$ cat config.mk
export PLATFORM = sky130hd
export DESIGN_NAME = lfsr_gen
export DESIGN_NICKNAME = d
export VERILOG_FILES = /design/src/rtl/lfsr_pkg.sv /design/src/rtl/lfsr_step.sv /design/src/rtl/lfsr_gen.sv
export SDC_FILE = /design/constraint.sdc
export NUM_CORES = 1
export LEC_CHECK = 0
export ABC_AREA = 0
export CAP_MARGIN = 20
export CORE_UTILIZATION = 58
export DETAILED_ROUTE_END_ITERATION = 8
export PLACE_DENSITY = 0.85
export REMOVE_ABC_BUFFERS = 1
export SETUP_SLACK_MARGIN = 0.05
export SLEW_MARGIN = 20
export SYNTH_ARGS = -nofsm -noshare
export SYNTH_HDL_FRONTEND = slang
export SYNTH_SLANG_ARGS = --single-unit
$ cat constraint.sdc
create_clock -name clk -period 4.95 [get_ports clk]
set_input_delay 0.7425 -clock clk [delete_from_list [all_inputs] [get_ports clk]]
set_output_delay 0.7425 -clock clk [all_outputs]
set_load 0.1 [all_outputs]
$ cat src/rtl/lfsr_pkg.sv
// -----------------------------------------------------------------------------
// lfsr_pkg
// Shared types, constants and helpers for the lfsr_gen block and its step
// sub-module.
//   lfsr_mode_e : run-time structure select (Fibonacci / Galois)
//   TAPS_Wn     : maximal-length feedback masks for common widths
//   gmask()     : derives the Galois xor mask from a Fibonacci-style tap mask
// -----------------------------------------------------------------------------
package lfsr_pkg;

  typedef enum logic {
    LFSR_FIB = 1'b0,
    LFSR_GAL = 1'b1
  } lfsr_mode_e;

  localparam int unsigned LFSR_WIDTH_MIN = 3;
  localparam int unsigned LFSR_WIDTH_MAX = 32;
  localparam int unsigned LFSR_STEPS_MAX = 8;

  // Default maximal-length tap masks (bit i set => term x^(i+1)).
  localparam logic [5:0]  TAPS_W6  = 6'h30;
  localparam logic [7:0]  TAPS_W8  = 8'hB8;
  localparam logic [15:0] TAPS_W16 = 16'hB400;
  localparam logic [31:0] TAPS_W32 = 32'h8020_0003;

  // Galois mask for a left-shifting register: the x^W term falls off the top,
  // the remaining taps move up one position and the constant term enters at
  // bit 0. Bits at or above 'width' are cleared so the result can be
  // truncated safely to the register width.
  function automatic logic [31:0] gmask(input logic [31:0] taps,
                                        input int unsigned width);
    logic [31:0] keep;
    keep = (width >= 32) ? 32'hFFFF_FFFF : ((32'd1 << width) - 32'd1);
    return ((taps << 1) | 32'd1) & keep;
  endfunction

endpackage

$ cat src/rtl/lfsr_step.sv
// -----------------------------------------------------------------------------
// lfsr_step
// Purely combinational single LFSR advance, selectable between Fibonacci and
// Galois structure. lfsr_gen chains several of these to take multiple steps
// per clock.
//
// Parameters
//   WIDTH : state width in bits
//   TAPS  : feedback mask, bit i set => term x^(i+1); bit WIDTH-1 must be set
// Ports
//   state (in)  : current state
//   mode  (in)  : LFSR_FIB or LFSR_GAL
//   next  (out) : state after exactly one step
// -----------------------------------------------------------------------------
module lfsr_step
  import lfsr_pkg::*;
#(
  parameter int unsigned      WIDTH = 16,
  parameter logic [WIDTH-1:0] TAPS  = WIDTH'(16'hB400)
) (
  input  logic [WIDTH-1:0] state,
  input  lfsr_mode_e       mode,
  output logic [WIDTH-1:0] next
);

  localparam logic [WIDTH-1:0] GMASK = WIDTH'(gmask(32'(TAPS), WIDTH));

  logic [WIDTH-1:0] fib_next;
  logic [WIDTH-1:0] gal_next;

  // Fibonacci: parity of the tapped bits is shifted in at the bottom.
  assign fib_next = {state[WIDTH-2:0], ^(state & TAPS)};

  // Galois: the bit shifted out of the top is folded back through the mask.
  assign gal_next = {state[WIDTH-2:0], 1'b0} ^ ({WIDTH{state[WIDTH-1]}} & GMASK);

  always_comb begin
    next = fib_next;
    unique case (mode)
      LFSR_FIB: next = fib_next;
      LFSR_GAL: next = gal_next;
      default:  next = fib_next;
    endcase
  end

endmodule

$ cat src/rtl/lfsr_gen.sv
// -----------------------------------------------------------------------------
// lfsr_gen
// Parametrised LFSR pattern generator with run-time Fibonacci/Galois select,
// synchronous seed load, all-zero lockup protection, and sequence-wrap
// detection with period measurement.
//
// Parameters
//   WIDTH        : state width, 3..32
//   TAPS         : feedback mask, bit i set => term x^(i+1); bit WIDTH-1 set
//   STEPS        : LFSR advances per enabled clock, 1..8 (unrolled chain)
//   DEFAULT_SEED : reset / recovery seed, non-zero
// Ports
//   clk        (in)  : clock
//   rst_n      (in)  : asynchronous active-low reset
//   enable     (in)  : advance by STEPS this cycle
//   mode       (in)  : 0 = Fibonacci, 1 = Galois, sampled every cycle
//   load       (in)  : load seed_in this cycle, wins over enable
//   seed_in    (in)  : seed for load (zero is replaced by DEFAULT_SEED)
//   lfsr_out   (out) : current state
//   wrap       (out) : 1-cycle pulse when the sequence revisits the seed
//   lockup     (out) : 1-cycle pulse when an all-zero state/seed was replaced
//   period_out (out) : enabled cycles to the first wrap after load/reset
//   period_vld (out) : period_out holds a valid measurement
// -----------------------------------------------------------------------------
module lfsr_gen
  import lfsr_pkg::*;
#(
  parameter int unsigned      WIDTH        = 16,
  parameter logic [WIDTH-1:0] TAPS         = WIDTH'(16'hB400),
  parameter int unsigned      STEPS        = 1,
  parameter logic [WIDTH-1:0] DEFAULT_SEED = WIDTH'(1)
) (
  input  logic             clk,
  input  logic             rst_n,
  input  logic             enable,
  input  logic             mode,
  input  logic             load,
  input  logic [WIDTH-1:0] seed_in,
  output logic [WIDTH-1:0] lfsr_out,
  output logic             wrap,
  output logic             lockup,
  output logic [WIDTH-1:0] period_out,
  output logic             period_vld
);

  localparam logic [WIDTH-1:0] ONE = WIDTH'(1);

  // ---------------------------------------------------------------------------
  // State
  // ---------------------------------------------------------------------------
  logic [WIDTH-1:0] state_q,      state_d;
  logic [WIDTH-1:0] seed_ref_q,   seed_ref_d;
  logic [WIDTH-1:0] step_cnt_q,   step_cnt_d;
  logic [WIDTH-1:0] period_q,     period_d;
  logic             period_vld_q, period_vld_d;
  logic             wrap_q,       wrap_d;
  logic             lockup_q,     lockup_d;

  lfsr_mode_e       mode_e;
  logic [WIDTH-1:0] chain_out;
  logic [STEPS-1:0] seed_hit;
  logic [WIDTH-1:0] cnt_inc;

  assign mode_e = lfsr_mode_e'(mode);

  // ---------------------------------------------------------------------------
  // Unrolled step chain. Every intermediate state is compared against the
  // reference seed so a wrap landing in the middle of a multi-step advance is
  // still reported.
  // ---------------------------------------------------------------------------
  for (genvar gi = 0; gi < STEPS; gi++) begin : g_step
    logic [WIDTH-1:0] stage_in;
    logic [WIDTH-1:0] stage_out;

    if (gi == 0) begin : g_first
      assign stage_in = state_q;
    end else begin : g_rest
      assign stage_in = g_step[gi-1].stage_out;
    end

    lfsr_step #(
      .WIDTH (WIDTH),
      .TAPS  (TAPS)
    ) u_step (
      .state (stage_in),
      .mode  (mode_e),
      .next  (stage_out)
    );

    assign seed_hit[gi] = (stage_out == seed_ref_q);
  end

  assign chain_out = g_step[STEPS-1].stage_out;

  // Saturating cycle count; also the period value when the first wrap lands.
  assign cnt_inc = (step_cnt_q == '1) ? step_cnt_q : (step_cnt_q + ONE);

  // ---------------------------------------------------------------------------
  // Next-state logic
  // ---------------------------------------------------------------------------
  always_comb begin
    state_d      = state_q;
    seed_ref_d   = seed_ref_q;
    step_cnt_d   = step_cnt_q;
    period_d     = period_q;
    period_vld_d = period_vld_q;
    wrap_d       = 1'b0;
    lockup_d     = 1'b0;

    if (load) begin
      step_cnt_d   = '0;
      period_vld_d = 1'b0;
      if (seed_in != '0) begin
        state_d    = seed_in;
        seed_ref_d = seed_in;
      end else begin
        // An all-zero seed would lock the register; substitute the default.
        state_d    = DEFAULT_SEED;
        seed_ref_d = DEFAULT_SEED;
        lockup_d   = 1'b1;
      end
    end else if (state_q == '0) begin
      // Should never happen with a valid seed; recover instead of sticking.
      state_d  = DEFAULT_SEED;
      lockup_d = 1'b1;
    end else if (enable) begin
      state_d    = chain_out;
      step_cnt_d = cnt_inc;
      if (|seed_hit) begin
        wrap_d = 1'b1;
        // Only the first return after load/reset defines the period.
        if (!period_vld_q) begin
          period_d     = cnt_inc;
          period_vld_d = 1'b1;
        end
      end
    end
  end

  // ---------------------------------------------------------------------------
  // Registers
  // ---------------------------------------------------------------------------
  always_ff @(posedge clk or negedge rst_n) begin
    if (!rst_n) begin
      state_q      <= DEFAULT_SEED;
      seed_ref_q   <= DEFAULT_SEED;
      step_cnt_q   <= '0;
      period_q     <= '0;
      period_vld_q <= 1'b0;
      wrap_q       <= 1'b0;
      lockup_q     <= 1'b0;
    end else begin
      state_q      <= state_d;
      seed_ref_q   <= seed_ref_d;
      step_cnt_q   <= step_cnt_d;
      period_q     <= period_d;
      period_vld_q <= period_vld_d;
      wrap_q       <= wrap_d;
      lockup_q     <= lockup_d;
    end
  end

  assign lfsr_out   = state_q;
  assign wrap       = wrap_q;
  assign lockup     = lockup_q;
  assign period_out = period_q;
  assign period_vld = period_vld_q;

endmodule

Word level (Yosys, flattened, before mapping)

Cells that the tools add are included.

$add $sub $neg: 1
$mul: 0
Divide/modulo/power cells: 0
$lt $le $gt $ge: 0
Eq/ne operators: 3
Shift operators: 0
Muxes and demuxes: 20
Bitwise gates (word level): 5
Reductions and logical operators: 9

Operators with widths:

| operator                                                        | number |
|---|---|
| 16-bit two-way mux                                              | 8 |
| 16-bit case mux with 2 select lines                             | 1 |
| 16-bit by 1-bit adder with 16-bit output, second input constant | 1 |
| 16-bit equality test                                            | 1 |
| 16-bit equality test, second input constant                     | 1 |
| 16-bit zero test                                                | 1 |
| 16-bit nonzero test                                             | 1 |
| 16-bit XOR reduction                                            | 1 |
| 16-bit by 15-bit bitwise XOR with 16-bit output                 | 1 |
| 1-bit two-way mux                                               | 11 |
| 5-bit AND reduction                                             | 1 |
| 1-bit inverter                                                  | 4 |
| 2-bit nonzero test                                              | 2 |
| 3-bit AND reduction                                             | 1 |
| 3-bit nonzero test                                              | 1 |
| 2-bit != test, second input constant                            | 1 |
| 2-bit AND reduction                                             | 1 |

Register bits: 67
Bits in latches: 0
Bits in writable memories: 0
Bits in read-only memories: 0
Bits of input ports: 21
Output and inout bits: 35
Word-level logic and storage cells: 45
Memories: 0

Logic depth before layout (Yosys ltp)

Gate-level depths: netlist (run 1).

Depth after elaboration: 7
Gate-level depth with buffers: 8
Gate-level depth less buffers: 7

Modules after synthesis

From an unflattened synthesis (run 1), not the netlist that was laid out.

Cell total of the unflattened synthesis: 351
Area, all modules: 3479.6 um^2

By module, submodules not included:

| module    | times used | cells each | area each (um^2) | sequential area each (um^2) |
|---|---|---|---|---|
| lfsr_gen  | 1          | 332        | 3324.4           | 1679.1 |
| lfsr_step | 1          | 19         | 155.1            | 0.0 |

Least setup slack after synthesis (run 1)

Ideal clock, no wire load.

Path kind: flip-flop to flip-flop
From: register state_q[12] (netlist: lfsr_out[12])
To: register period_q[10] (netlist: period_out[10])
Setup time: 126 ps
Data arrival time: 2954 ps
Required time: 4824 ps
Slack: 1870 ps
Stages on the path, launching flop included: 9
Path buffers: 1
Period minus slack after synthesis: 3080 ps
Path through: dfrtp_1 > inv_1 > ha_1 > nor4b_2 > a41oi_4 > nand4_4 > nor4b_4 > buf_6 > mux2_4

Cells in the longest elaborated chain, start to end: 4
Elaborated cells on any way between the ends: 7
Classes of those cells: eq/ne: 1; mux: 1; bitwise: 2; reduce/logical: 3

Ends and longest elaborated chain:

| what                                                                                           | RTL line                         | source |
|---|---|---|
| from (decl)                                                                                    | lfsr_gen.sv:51                   | `logic [WIDTH-1:0] state_q, state_d;` |
| from (signal assigned)                                                                         | lfsr_gen.sv:153                  | `state_q <= state_d;` |
| 16-bit XOR reduction / 16-bit by 15-bit bitwise XOR with 16-bit output (equally long branches) | lfsr_step.sv:32, lfsr_step.sv:35 |  |
| 16-bit case mux with 2 select lines                                                            | lfsr_step.sv:39                  | `unique case (mode)` |
| 16-bit equality test                                                                           | lfsr_gen.sv:90                   | `assign seed_hit[gi] = (stage_out == seed_ref_q);` |
| 5-bit AND reduction (no source line) (*)                                                       | n/a                              |  |
| to (signal assigned)                                                                           | lfsr_gen.sv:156                  | `period_q <= period_d;` |
| to (decl)                                                                                      | lfsr_gen.sv:54                   | `logic [WIDTH-1:0] period_q, period_d;` |

Mark *: on every way between the ends. The rest lies on a longest branch, timed or not.
A chain may end at the register's enable or synchronous reset.

Final worst setup path (run 1)

From: input port load
To: register state_q[1] (netlist: lfsr_out[1])

Cells in the longest elaborated chain, start to end: 1
Elaborated cells on any way between the ends: 2
Classes of those cells: mux: 1; reduce/logical: 1

Ends and longest elaborated chain:

| what                                                                             | RTL line       | source |
|---|---|---|
| from (decl)                                                                      | lfsr_gen.sv:37 | `input logic load,` |
| 3-bit nonzero test (no source line) / 16-bit two-way mux (equally long branches) | n/a            |  |

Parallel ways exist; a longest one is shown, timed or not.

==> results of run 1 <==
==> per-layer routing <==
layer,track usage,part of all wire,up-vias
li1,-,-,1373
met2,0.470,0.47,142
met4,0.121,0.027,0
met1,0.396,0.42,1523
met3,0.0978,0.076,32
met5,0,0,-
==> power by group through the flow <==
stage,Clock [uW],Sequential (uW),Combinational (uW)
after CTS,506,620,308
after detailed placement,0,628,304
final,502,621,309
after floorplan,0,730,101
after global placement,0,627,299
after global routing,528,623,326
==> stage by stage <==
step / cells / worst slack, ns / utilization / hold slack [ns] / area (um^2)
2_1_floorplan: 341 / 1.56 / - / 0.447 / 3570
6_report: 492 / 1.83 / 0.745 / 0.420 / 4460
4_1_cts: 492 / 1.95 / 0.745 / 0.431 / 4460
3_3_place_gp: 476 / 1.70 / 0.709 / 0.492 / 4250
3_5_place_dp: 476 / 1.65 / 0.709 / 0.497 / 4250
5_1_grt: 492 / 1.74 / 0.745 / 0.463 / 4460
==> final cells by class <==
cell class	instances	area, um^2
clock buffers	14	153
clock inverters	2	60.1
fillers	413	1530
inverters	18	67.6
multi-input cells	256	1830
flip-flops and latches	67	1680
well taps	75	93.8
repair buffers	60	583
==> synth_stat cells (2+ instances only) <==
cell type,number
a211oi_1,4
mux2i_1,6
inv_1,17
nand2b_1,3
o21ai_0,30
ha_1,2
and4_1,2
nor2_1,36
a21oi_1,26
a41oi_1,2
mux2_2,13
nor3_2,2
a41o_1,2
nand2_1,25
xor2_1,19
and3_1,3
buf_2,4
nor3_1,4
nand4_1,5
or3_1,2
xnor2_1,18
dfrtp_1,65
mux2_4,10
nor4_1,7
o2bb2ai_1,2
a31oi_1,2
dfstp_2,2
nor4_2,2
clkbuf_1,8
o311a_1,2
nand3_1,7
o2111ai_1,2
==> worst max-delay path, stage by stage <==
cell and delay, ns:
clkdlybuf4s50_1 1.06, inv_1 0.30, a41oi_1 0.87, nand2_1 0.23
a21oi_1 0.18
==> sequential cells by signal (all words and copies together) (netlist names) <==
register / count
lockup: 1
period_out: 16
lfsr_out: 16
period_vld: 1
seed_ref_q: 16
wrap: 1
step_cnt_q: 16
==> how the worst min path moves through the flow <==
stage / start / slack, ns / endpoint
after global placement: period_out[3]$_DFFE_PN0P_ / 0.49 / period_out[3]$_DFFE_PN0P_
after global routing: rst_n / 0.46 / lfsr_out[8]$_DFFE_PN0P_
after floorplan: rst_n / 0.45 / lfsr_out[10]$_DFFE_PN0P_
final: rst_n / 0.42 / seed_ref_q[4]$_DFFE_PN0P_
after CTS: rst_n / 0.43 / seed_ref_q[4]$_DFFE_PN0P_
after detailed placement: period_out[14]$_DFFE_PN0P_ / 0.50 / period_out[14]$_DFFE_PN0P_
==> logic make-up after synthesis <==
logic type,count (synthesis),share of synthesized area
buffers and inverters,33,0.0384
AO/OA/AOI/OAI,80,0.138
flip-flops,67,0.461
XOR/XNOR,38,0.0951
multiplexers,29,0.0978
AND/OR/NAND/NOR,107,0.163
adder cells (fa/ha/maj),2,0.00686
==> layout by cell type (no fill, tap or decap), drive strengths merged, types with 3 or more instances in the layout <==
master         synthesis  routed
nand2b                 3       3
nor3                   6       6
a211oi                 4       4
and3                   3       3
nor2                  37      37
xnor2                 18      18
dfrtp                 65      65
clkbuf                 8      14
nor4                  10      10
nand4                  7       7
buf                    7       6
mux2i                  6       6
a21oi                 26      26
o21ai                 30      30
nand3                  7       7
inv                   18      18
nand2                 26      26
xor2                  19      19
a41oi                  3       3
mux2                  23      23
clkdlybuf4s50          0      54
==> key figures, run 1 <==
STA
  • Final period utilization: 0.631
  • Max-slew violations: 0
  • Slew @ Worst Pin: 1.05 ns
  • Setup violators final: 0
  • Maximum clock frequency: 320 MHz
  • Skew final: 0.0117 ns
  • Unrepaired setup endpoints after global routing: false
  • Min Tclk post-route: 3.12 ns
  • Worst slew margin relative to its limit: 0.291
  • Hold Vio Cnt, Final: 0
  • Sum Neg Setup Slack: 0 ns

Logic synthesis
  • Synth top area share: 0.446
  • Post-synth EDFFs: 0
  • Mean area per synthesized cell: 10.2 um^2
  • Syn Inst Count: 356
  • Synth Flop Type: dfrtp_1
  • Post-synth cell types: 54
  • Synth Register Bits: 67
  • Post-synth ARST share: 1.00
  • Synth Cell Area: 3650 um^2
  • Register area share after synthesis: 0.461
  • Yosys synthesis warning count: 0
  • Cell taking the most area after synthesis: dfrtp_1
  • Synth top area cells: dfrtp_1 45%, xor2_1 4.6%, xnor2_1 4.3%

CTS
  • CTS tree: yes
  • Clk slew on worst S/H paths: 0.08 ns
  • Cts bufs inserted: 9
  • H-tree depth: 3
  • Root Buffer: clkbuf_8
  • Number of clock sinks: 67
  • CTS resizes: 0
  • CTS Hold Bufs: 0
  • Clock Tree Buf Depth: 2
  • Clk Latency, worst-skew pair: 0.35 ns
  • Post-CTS setup repair buffer count: 0

Pwr
  • Pint: 973 uW
  • Switching part of the total: 0.321
  • Sequential share of power: 0.434
  • Clock Power Share: 0.351
  • Pwr/cell area: 321 nW/um^2
  • Static Leak: 0.00192 uW
  • Max VDD drop: 0.252 mV
  • PnR Total Power: 1430 uW
  • Comb power frac: 0.216
  • Switching power: 459 uW

Critical path
  • Critical Path Start Type: input port
  • RR Startpoint: lfsr_out[12]$_DFFE_PN0P_
  • Crit. End Element: register
  • Reg2reg setup slack: 2.28 ns
  • Reg-to-reg endpoint: period_out[0]$_DFFE_PN0P_
  • Crit path required time: 5.23 ns
  • Setup Crit Path Kind: in -> reg
  • Worst setup path endpoint: lfsr_out[1]$_DFFE_PN0P_
  • Cells on worst reg2reg path: 8
  • Arr. time, crit path: 3.40 ns
  • CP startpoint: load
  • Crit-path max FO: 25

Placed design
  • PortBufs: 55
  • GP Congestion: 0.903
  • DP HPWL: 6160 um

Die
  • Core footprint: 5990 um^2
  • Die Area: 6610 um^2
  • FP Rows: 28
  • Chip width: 81.3 um
  • # IOs: 56
  • Initial Util: 0.609
  • Die height: 81.3 um

Route
  • Final WL: 9190 um
  • Detailed Routing Iterations Pass 1: 5
  • Drt drc: 0
  • Vias per inst: 6.24
  • Routed WL per cell: 18.7 um
  • Vias: 3070
  • Initial DRC Count: 251
  • Antenna violation net count after detailed routing: 0

Run status
  • Status: complete, no violations

Hold path
  • Worst hold path type: in -> async

Global route
  • Global-route wire length before repair: 14600 um
  • Number of global-route vias before repair: 2985
  • Antenna violations before repair: 0
  • GR Overflow Total: 0
  • Maximum number of pins on one net before global-route repair: 40
  • Global Route Usage Sum: 0.305

Cells and area
  • Synthesis-to-layout area growth: 22.4%
  • Share of cells above drive strength 1: 0.137
  • Nets@finish: 435
  • Diodes inserted: 0

Job
  • Max_cap viols: 0
Note: power is estimated with default switching activity, not from simulation.
==> run 2: changes to the inputs <==
CORE_UTILIZATION = 54   (was 58)
PLACE_DENSITY = 0.8   (was 0.85)
clock period = 2.9 ns   (was 4.95 ns; I/O delays follow)
==> run 2 against run 1 <==
  * The run now ends with design-rule violations left
  * Core utilization decreased by 5.6 points
  * Worst hold slack got worse by 0.26 ns
  * Clock skew down 0.0014 ns
  * Sequential power is 71% higher
  * Highest routed layer unchanged
  * Total power is 68% higher
  * Flip-flop and latch count is the same
  * Via count is 5.1% lower
  * Critical endpoint is now step_cnt_q[13]$_DFFE_PN0P_
  * Die area rose by 7.2%
  * Global-route usage is 4.4 points lower
  * Register-to-register slack got worse by 1.8 ns
  * Final area is 0.81% lower
  * Combinational power grew 67%
==> key figures, run 2 (synthesis gave the netlist of run 1 again) <==
Run status
  • Status: finished with violations
  • Failing checks: design-rule violations

STA
  • Min Tclk post-route: 2.38 ns
  • Sum Neg Setup Slack: 0 ns (unchanged)
  • Skew final: 0.0103 ns (-0.00138 ns)
  • Worst slew margin relative to its limit: 0.395 (+0.105)
  • Final period utilization: 0.821
  • Hold Vio Cnt, Final: 0 (unchanged)
  • Max-slew violations: 0 (unchanged)
  • Slew @ Worst Pin: 0.895 ns (-0.155 ns)
  • Maximum clock frequency: 420 MHz
  • Setup violators final: 0 (unchanged)
  • Unrepaired setup endpoints after global routing: false

Route
  • Initial DRC Count: 252 (+0.40%)
  • Final WL: 8580 um (-6.6%)
  • Antenna violation net count after detailed routing: 0 (unchanged)
  • Drt drc: 9 (+9)
  • Vias per inst: 5.86 (-6.0%)
  • Routed WL per cell: 17.3 um (-7.5%)
  • Vias: 2914 (-5.1%)
  • Detailed Routing Iterations Pass 1: 7 (+2)

Pwr
  • Pwr/cell area: 542 nW/um^2 (+69%)
  • Switching power: 789 uW (+72%)
  • Max VDD drop: 0.321 mV (+27%)
  • Sequential share of power: 0.441 (+0.007)
  • Comb power frac: 0.215 (about the same)
  • Switching part of the total: 0.329 (+0.00810)
  • Clock Power Share: 0.344 (-0.007)
  • Static Leak: 0.00199 uW (+3.9%)
  • Pint: 1610 uW (+66%)

Cells and area
  • Leading cell type in the layout, fill and taps excluded: dfrtp_1
  • Commonest cells after routing, fill and taps aside: 65 x dfrtp_1, 41 x buf_4, 36 x nor2_1
  • Share of cells above drive strength 1: 0.233 (+0.0966)
  • Non-Filler Instances: 497 (+1.0%)
  • Nets@finish: 438 (+0.69%)
  • Post-layout util: 0.689 (-0.0557)
  • Diodes inserted: 0 (unchanged)
  • Synthesis-to-layout area growth: 21.4%

Global route
  • GR Overflow Total: 0 (unchanged)
  • Global-route wire length before repair: 14400 um (-1.8%)
  • Antenna violations before repair: 0 (unchanged)
  • Number of global-route vias before repair: 2954 (-1.0%)
  • Maximum number of pins on one net before global-route repair: 41 (+2.5%)
  • Global Route Usage Sum: 0.261 (-0.0439)

CTS
  • Cts bufs inserted: 9 (unchanged)
  • CTS tree: yes
  • Number of clock sinks: 67 (unchanged)
  • Clk Latency, worst-skew pair: 0.35 ns (about the same)
  • CTS Hold Bufs: 0 (unchanged)
  • Post-CTS setup repair buffer count: 0 (unchanged)
  • Clock Tree Buf Depth: 2 (unchanged)
  • CTS resizes: 0 (unchanged)
  • Clk slew on worst S/H paths: 0.08 ns (about the same)
  • Root Buffer: clkbuf_8
  • H-tree depth: 3 (unchanged)

Critical path
  • Setup Crit Path Kind: reg -> reg
  • Crit path required time: 3.18 ns (-2.05 ns)
  • RR Startpoint: lfsr_out[12]$_DFFE_PN0P_
  • Critical Path Start Type: register
  • Reg2reg setup slack: 0.52 ns (-1.76 ns)
  • Cells on worst reg2reg path: 7 (-1)
  • Arr. time, crit path: 2.66 ns (-0.74 ns)
  • Crit-path max FO: 11 (-56%)
  • Crit. End Element: register
  • Reg-to-reg endpoint: step_cnt_q[13]$_DFFE_PN0P_

Placed design
  • Placed Cells incl. Taps: 481 (+1.1%)
  • DP HPWL: 6080 um (-1.3%)
  • PortBufs: 55 (unchanged)
  • GP Congestion: 0.930 (+3.0%)

Die
  • # IOs: 56 (unchanged)
  • Die Area: 7080 um^2 (+7.2%)
  • Core footprint: 6420 um^2 (+7.2%)
  • FP Rows: 29 (+3.6%)
  • Chip width: 84.2 um (+3.5%)
  • Initial Util: 0.568 (-0.0409)
  • Die height: 84.2 um (+3.5%)

Hold path
  • Worst hold path type: in -> async

Job
  • Max_cap viols: 0 (unchanged)
[run 2: critical path: stages (launching register included)]
cell	delay, ns
dfrtp_1	0.47
inv_1	0.12
ha_1	0.19
nor4b_2	0.49
a41o_1	0.52
a21oi_1	0.18
a31oi_1	0.19
o21a_1	0.15
[run 2: metrics by stage]
| stage | worst slack, ns | power, uW | cell area (um^2) | hold slack [ns] |
|---|---|---|---|---|
| floorplan | -0.490 | 1420 | 3570 | 0.139 |
| finish | 0.518 | 2400 | 4430 | 0.157 |
| global placement | 0.411 | 1580 | 4210 | 0.485 |
| global route | 0.389 | 2500 | 4430 | 0.225 |
| CTS | 0.527 | 2420 | 4430 | 0.190 |
| detailed placement | 0.364 | 1590 | 4210 | 0.498 |
[run 2: cell type report]
| class | count | area (um^2) |
|---|---|---|
| Sequential cell | 67 | 1680 |
| Multi-Input combinational cell | 256 | 1830 |
| Clock inverter | 3 | 45.0 |
| Tap cell | 77 | 96.3 |
| Clock buffer | 13 | 169 |
| Inverter | 18 | 67.6 |
| Timing Repair Buffer | 63 | 543 |
| Fill cell | 510 | 2000 |
[run 2: per-layer routing]
layer | track usage | routed length [um] | up-vias
li1 | - | - | 1371
met1 | 0.378 | 4040 | 1424
met2 | 0.399 | 3920 | 106
met3 | 0.0344 | 464 | 13
met4 | 0.105 | 162 | 0
met5 | 0 | 0 | -
[run 2: power groups by stage]
stage	Sequential [uW]	Combinational, uW	Clock [uW]
global placement	1070	506	0
finish	1060	516	827
global route	1060	549	885
detailed placement	1070	513	0
floorplan	1250	172	0
CTS	1060	516	844
[run 2: how the worst max path moves through the flow]
stage                                        start                          to  slack (ns)  depth (start not counted)
final                     lfsr_out[12]$_DFFE_PN0P_  step_cnt_q[13]$_DFFE_PN0P_        0.52                          7
after global placement                        mode   period_out[3]$_DFFE_PN0P_        0.41                          7
after CTS                 lfsr_out[12]$_DFFE_PN0P_   period_out[0]$_DFFE_PN0P_        0.53                          8
after global routing      lfsr_out[12]$_DFFE_PN0P_  step_cnt_q[13]$_DFFE_PN0P_        0.39                          7
after floorplan           lfsr_out[12]$_DFFE_PN0P_   period_out[0]$_DFFE_PN0P_       -0.49                          7
after detailed placement                      mode   period_out[0]$_DFFE_PN0P_        0.36                          7
==> run 3: changes to the inputs <==
clock period = 2.25 ns   (was 2.9 ns; I/O delays follow)
==> run 3 against run 2 <==
  * The run ends with design-rule violations, negative hold slack left
  * Flip-flop and latch count stayed put
  * Sequential share of layout area is 2.1 points lower
  * Wire length is 6.5% higher
  * Register-to-register slack worse by 0.48 ns
  * Clock-buffer cell count is 3 lower
  * Via count is 6.1% higher
  * Core utilization is 4.2 points higher
  * Critical path depth is 1 higher
  * Fmax is 7.5% higher
  * Final cell count is 4.4% higher
  * Non-clock buffer count is 22 higher
  * Critical endpoint is now period_out[5]$_DFFE_PN0P_
  * Largest cell class unchanged
==> key figures, run 3 (synthesis gave the netlist of run 1 again) <==
Run status
  • Status: finished with violations
  • Failing checks: design-rule violations, negative hold slack

Route
  • Initial DRC Count: 220 (-13%)
  • Vias: 3093 (+6.1%)
  • Antenna violation net count after detailed routing: 0 (unchanged)
  • Detailed Routing Iterations Pass 1: 7 (unchanged)
  • Routed WL per cell: 17.6 um (+1.9%)
  • Vias per inst: 5.96 (+1.6%)
  • Final WL: 9140 um (+6.5%)
  • Drt drc: 8 (-1)

Cells and area
  • Fillcell total: 458 (-10%)
  • Diodes inserted: 0 (unchanged)
  • Nets@finish: 460 (+5.0%)
  • Post-layout util: 0.731 (+0.0417)
  • Commonest cells after routing, fill and taps aside: 63 x dfrtp_1, 62 x buf_4, 36 x nor2_1
  • Synthesis-to-layout area growth: 28.8%
  • Leading cell type in the layout, fill and taps excluded: dfrtp_1
  • Share of cells above drive strength 1: 0.290 (+0.0563)

CTS
  • Clk Latency, worst-skew pair: 0.35 ns (about the same)
  • Number of clock sinks: 67 (unchanged)
  • Root Buffer: clkbuf_8
  • Cts bufs inserted: 9 (unchanged)
  • Clk slew on worst S/H paths: 0.08 ns (about the same)
  • CTS tree: yes
  • H-tree depth: 3 (unchanged)
  • Clock Tree Buf Depth: 2 (unchanged)

Critical path
  • Crit. End Element: register
  • Crit path required time: 2.47 ns (-0.71 ns)
  • RR Startpoint: lfsr_out[12]$_DFFE_PN0P_
  • Reg2reg setup slack: 0.04 ns (-0.48 ns)
  • Setup Crit Path Kind: reg -> reg
  • Crit-path max FO: 8 (-3)
  • Cells on worst reg2reg path: 8 (+1)
  • Critical Path Start Type: register
  • Reg-to-reg endpoint: period_out[5]$_DFFE_PN0P_
  • Arr. time, crit path: 2.44 ns (-0.22 ns)

STA
  • Min Tclk post-route: 2.21 ns (-0.167 ns)
  • Maximum clock frequency: 452 MHz (+7.5%)
  • Hold Vio Cnt, Final: 3 (+3)
  • Slew @ Worst Pin: 0.611 ns (-0.285 ns)
  • WHS: -0.00367 ns (-0.161 ns)
  • Max-slew violations: 0 (unchanged)
  • Unrepaired setup endpoints after global routing: true
  • Setup violators final: 0 (unchanged)
  • Worst slew margin relative to its limit: 0.593 (+0.198)
  • Final period utilization: 0.984 (+0.163)
  • Skew final: 0.0128 ns (+0.00255 ns)

Global route
  • Global Route Usage Sum: 0.265 (+0.00406)
  • Antenna violations before repair: 0 (unchanged)
  • Maximum number of pins on one net before global-route repair: 44 (+7.3%)
  • Global-route wire length before repair: 14600 um (+1.8%)
  • Number of global-route vias before repair: 2898 (-1.9%)
  • GR Overflow Total: 0 (unchanged)

Die
  • FP Rows: 29 (unchanged)
  • # IOs: 56 (unchanged)
  • Chip width: 84.2 um (unchanged)
  • Initial Util: 0.568 (unchanged)
  • Core footprint: 6420 um^2 (unchanged)
  • Die Area: 7080 um^2 (unchanged)
  • Die height: 84.2 um (unchanged)

Pwr
  • Static Leak: 0.00212 uW (+6.6%)
  • Max VDD drop: 0.582 mV (+81%)
  • Pwr/cell area: 685 nW/um^2 (+26%)

Placed design
  • GP Congestion: 0.876 (-5.8%)
  • DP HPWL: 6130 um (+0.84%)
  • PortBufs: 55 (unchanged)

Job
  • Max_cap viols: 0 (unchanged)

Hold path
  • Worst hold path type: in -> async
run 3: changes by cell type in the layout (fill, tap and decap cells not counted), sizes merged:
cell    before  now
buf         44   65
clkbuf      13   11
bufinv       1    2
clkinv       0    1
inv         18   19
run 3: worst max path at each step:
stage	from	to	slack, ns	depth (start not counted)
4_1_cts	lfsr_out[13]$_DFFE_PN0P_	period_out[1]$_DFFE_PN0P_	0.03	8
2_1_floorplan	lfsr_out[12]$_DFFE_PN0P_	period_out[0]$_DFFE_PN0P_	-1.14	7
3_5_place_dp	mode	period_out[1]$_DFFE_PN0P_	-0.19	7
3_3_place_gp	mode	period_out[3]$_DFFE_PN0P_	-0.11	7
6_report	lfsr_out[12]$_DFFE_PN0P_	period_out[5]$_DFFE_PN0P_	0.04	8
5_1_grt	lfsr_out[12]$_DFFE_PN0P_	period_out[11]$_DFFE_PN0P_	-0.06	8
run 3: final cells by class:
cell class	instances	area, um^2	share of cell area
Multi-Input combinational cell	256	1910	0.406
Sequential cell	67	1680	0.358
Timing Repair Buffer	85	726	0.155
Clock buffer	10	128	0.0272
Tap cell	77	96.3	0.0205
Clock inverter	6	88.8	0.0189
Inverter	18	67.6	0.0144
run 3: through the flow:
step / TNS (ns) / instance area, um^2 / setup slack (ns) / std cells / total power [uW]
after floorplan: -27.54 / 3570 / -1.14 / 341 / 1830
after global placement: -1.43 / 4330 / -0.112 / 496 / 2060
after detailed placement: -2.45 / 4330 / -0.188 / 496 / 2080
after CTS: 0 / 4540 / 0.0271 / 512 / 3170
after global routing: -0.721 / 4690 / -0.0574 / 519 / 3330
final: 0 / 4690 / 0.0354 / 519 / 3220
run 3: critical path: stages (launching register included):
cell	delay, ns
dfrtp_1	0.39
buf_4	0.17
xor2_1	0.16
mux2i_1	0.24
o2111ai_2	0.20
nor4b_4	0.28
buf_4	0.18
clkbuf_16	0.17
mux2_4	0.30
run 3: per-layer routing:
layer,vias up,wire length (um),track usage
li1,1422,-,-
met1,1524,4200,0.390
met2,128,4200,0.397
met3,19,541,0.0423
met4,0,187,0.0987
met5,-,0,0
run 3: power breakdown:
part,internal [uW],switching [uW]
clock,626,480
sequential,1270,80.0
combinational,258,501
total,2160,1060
run 3: repair_timing:
action / 4_1_cts / 5_1_grt
endpoints found under the setup margin: 6 / 31
hold buffers: 0 / 0
pin swaps: 0 / 7
setup buffers: 0 / 7
gates resized for setup: 0 / 16
gates cloned: 0 / 1
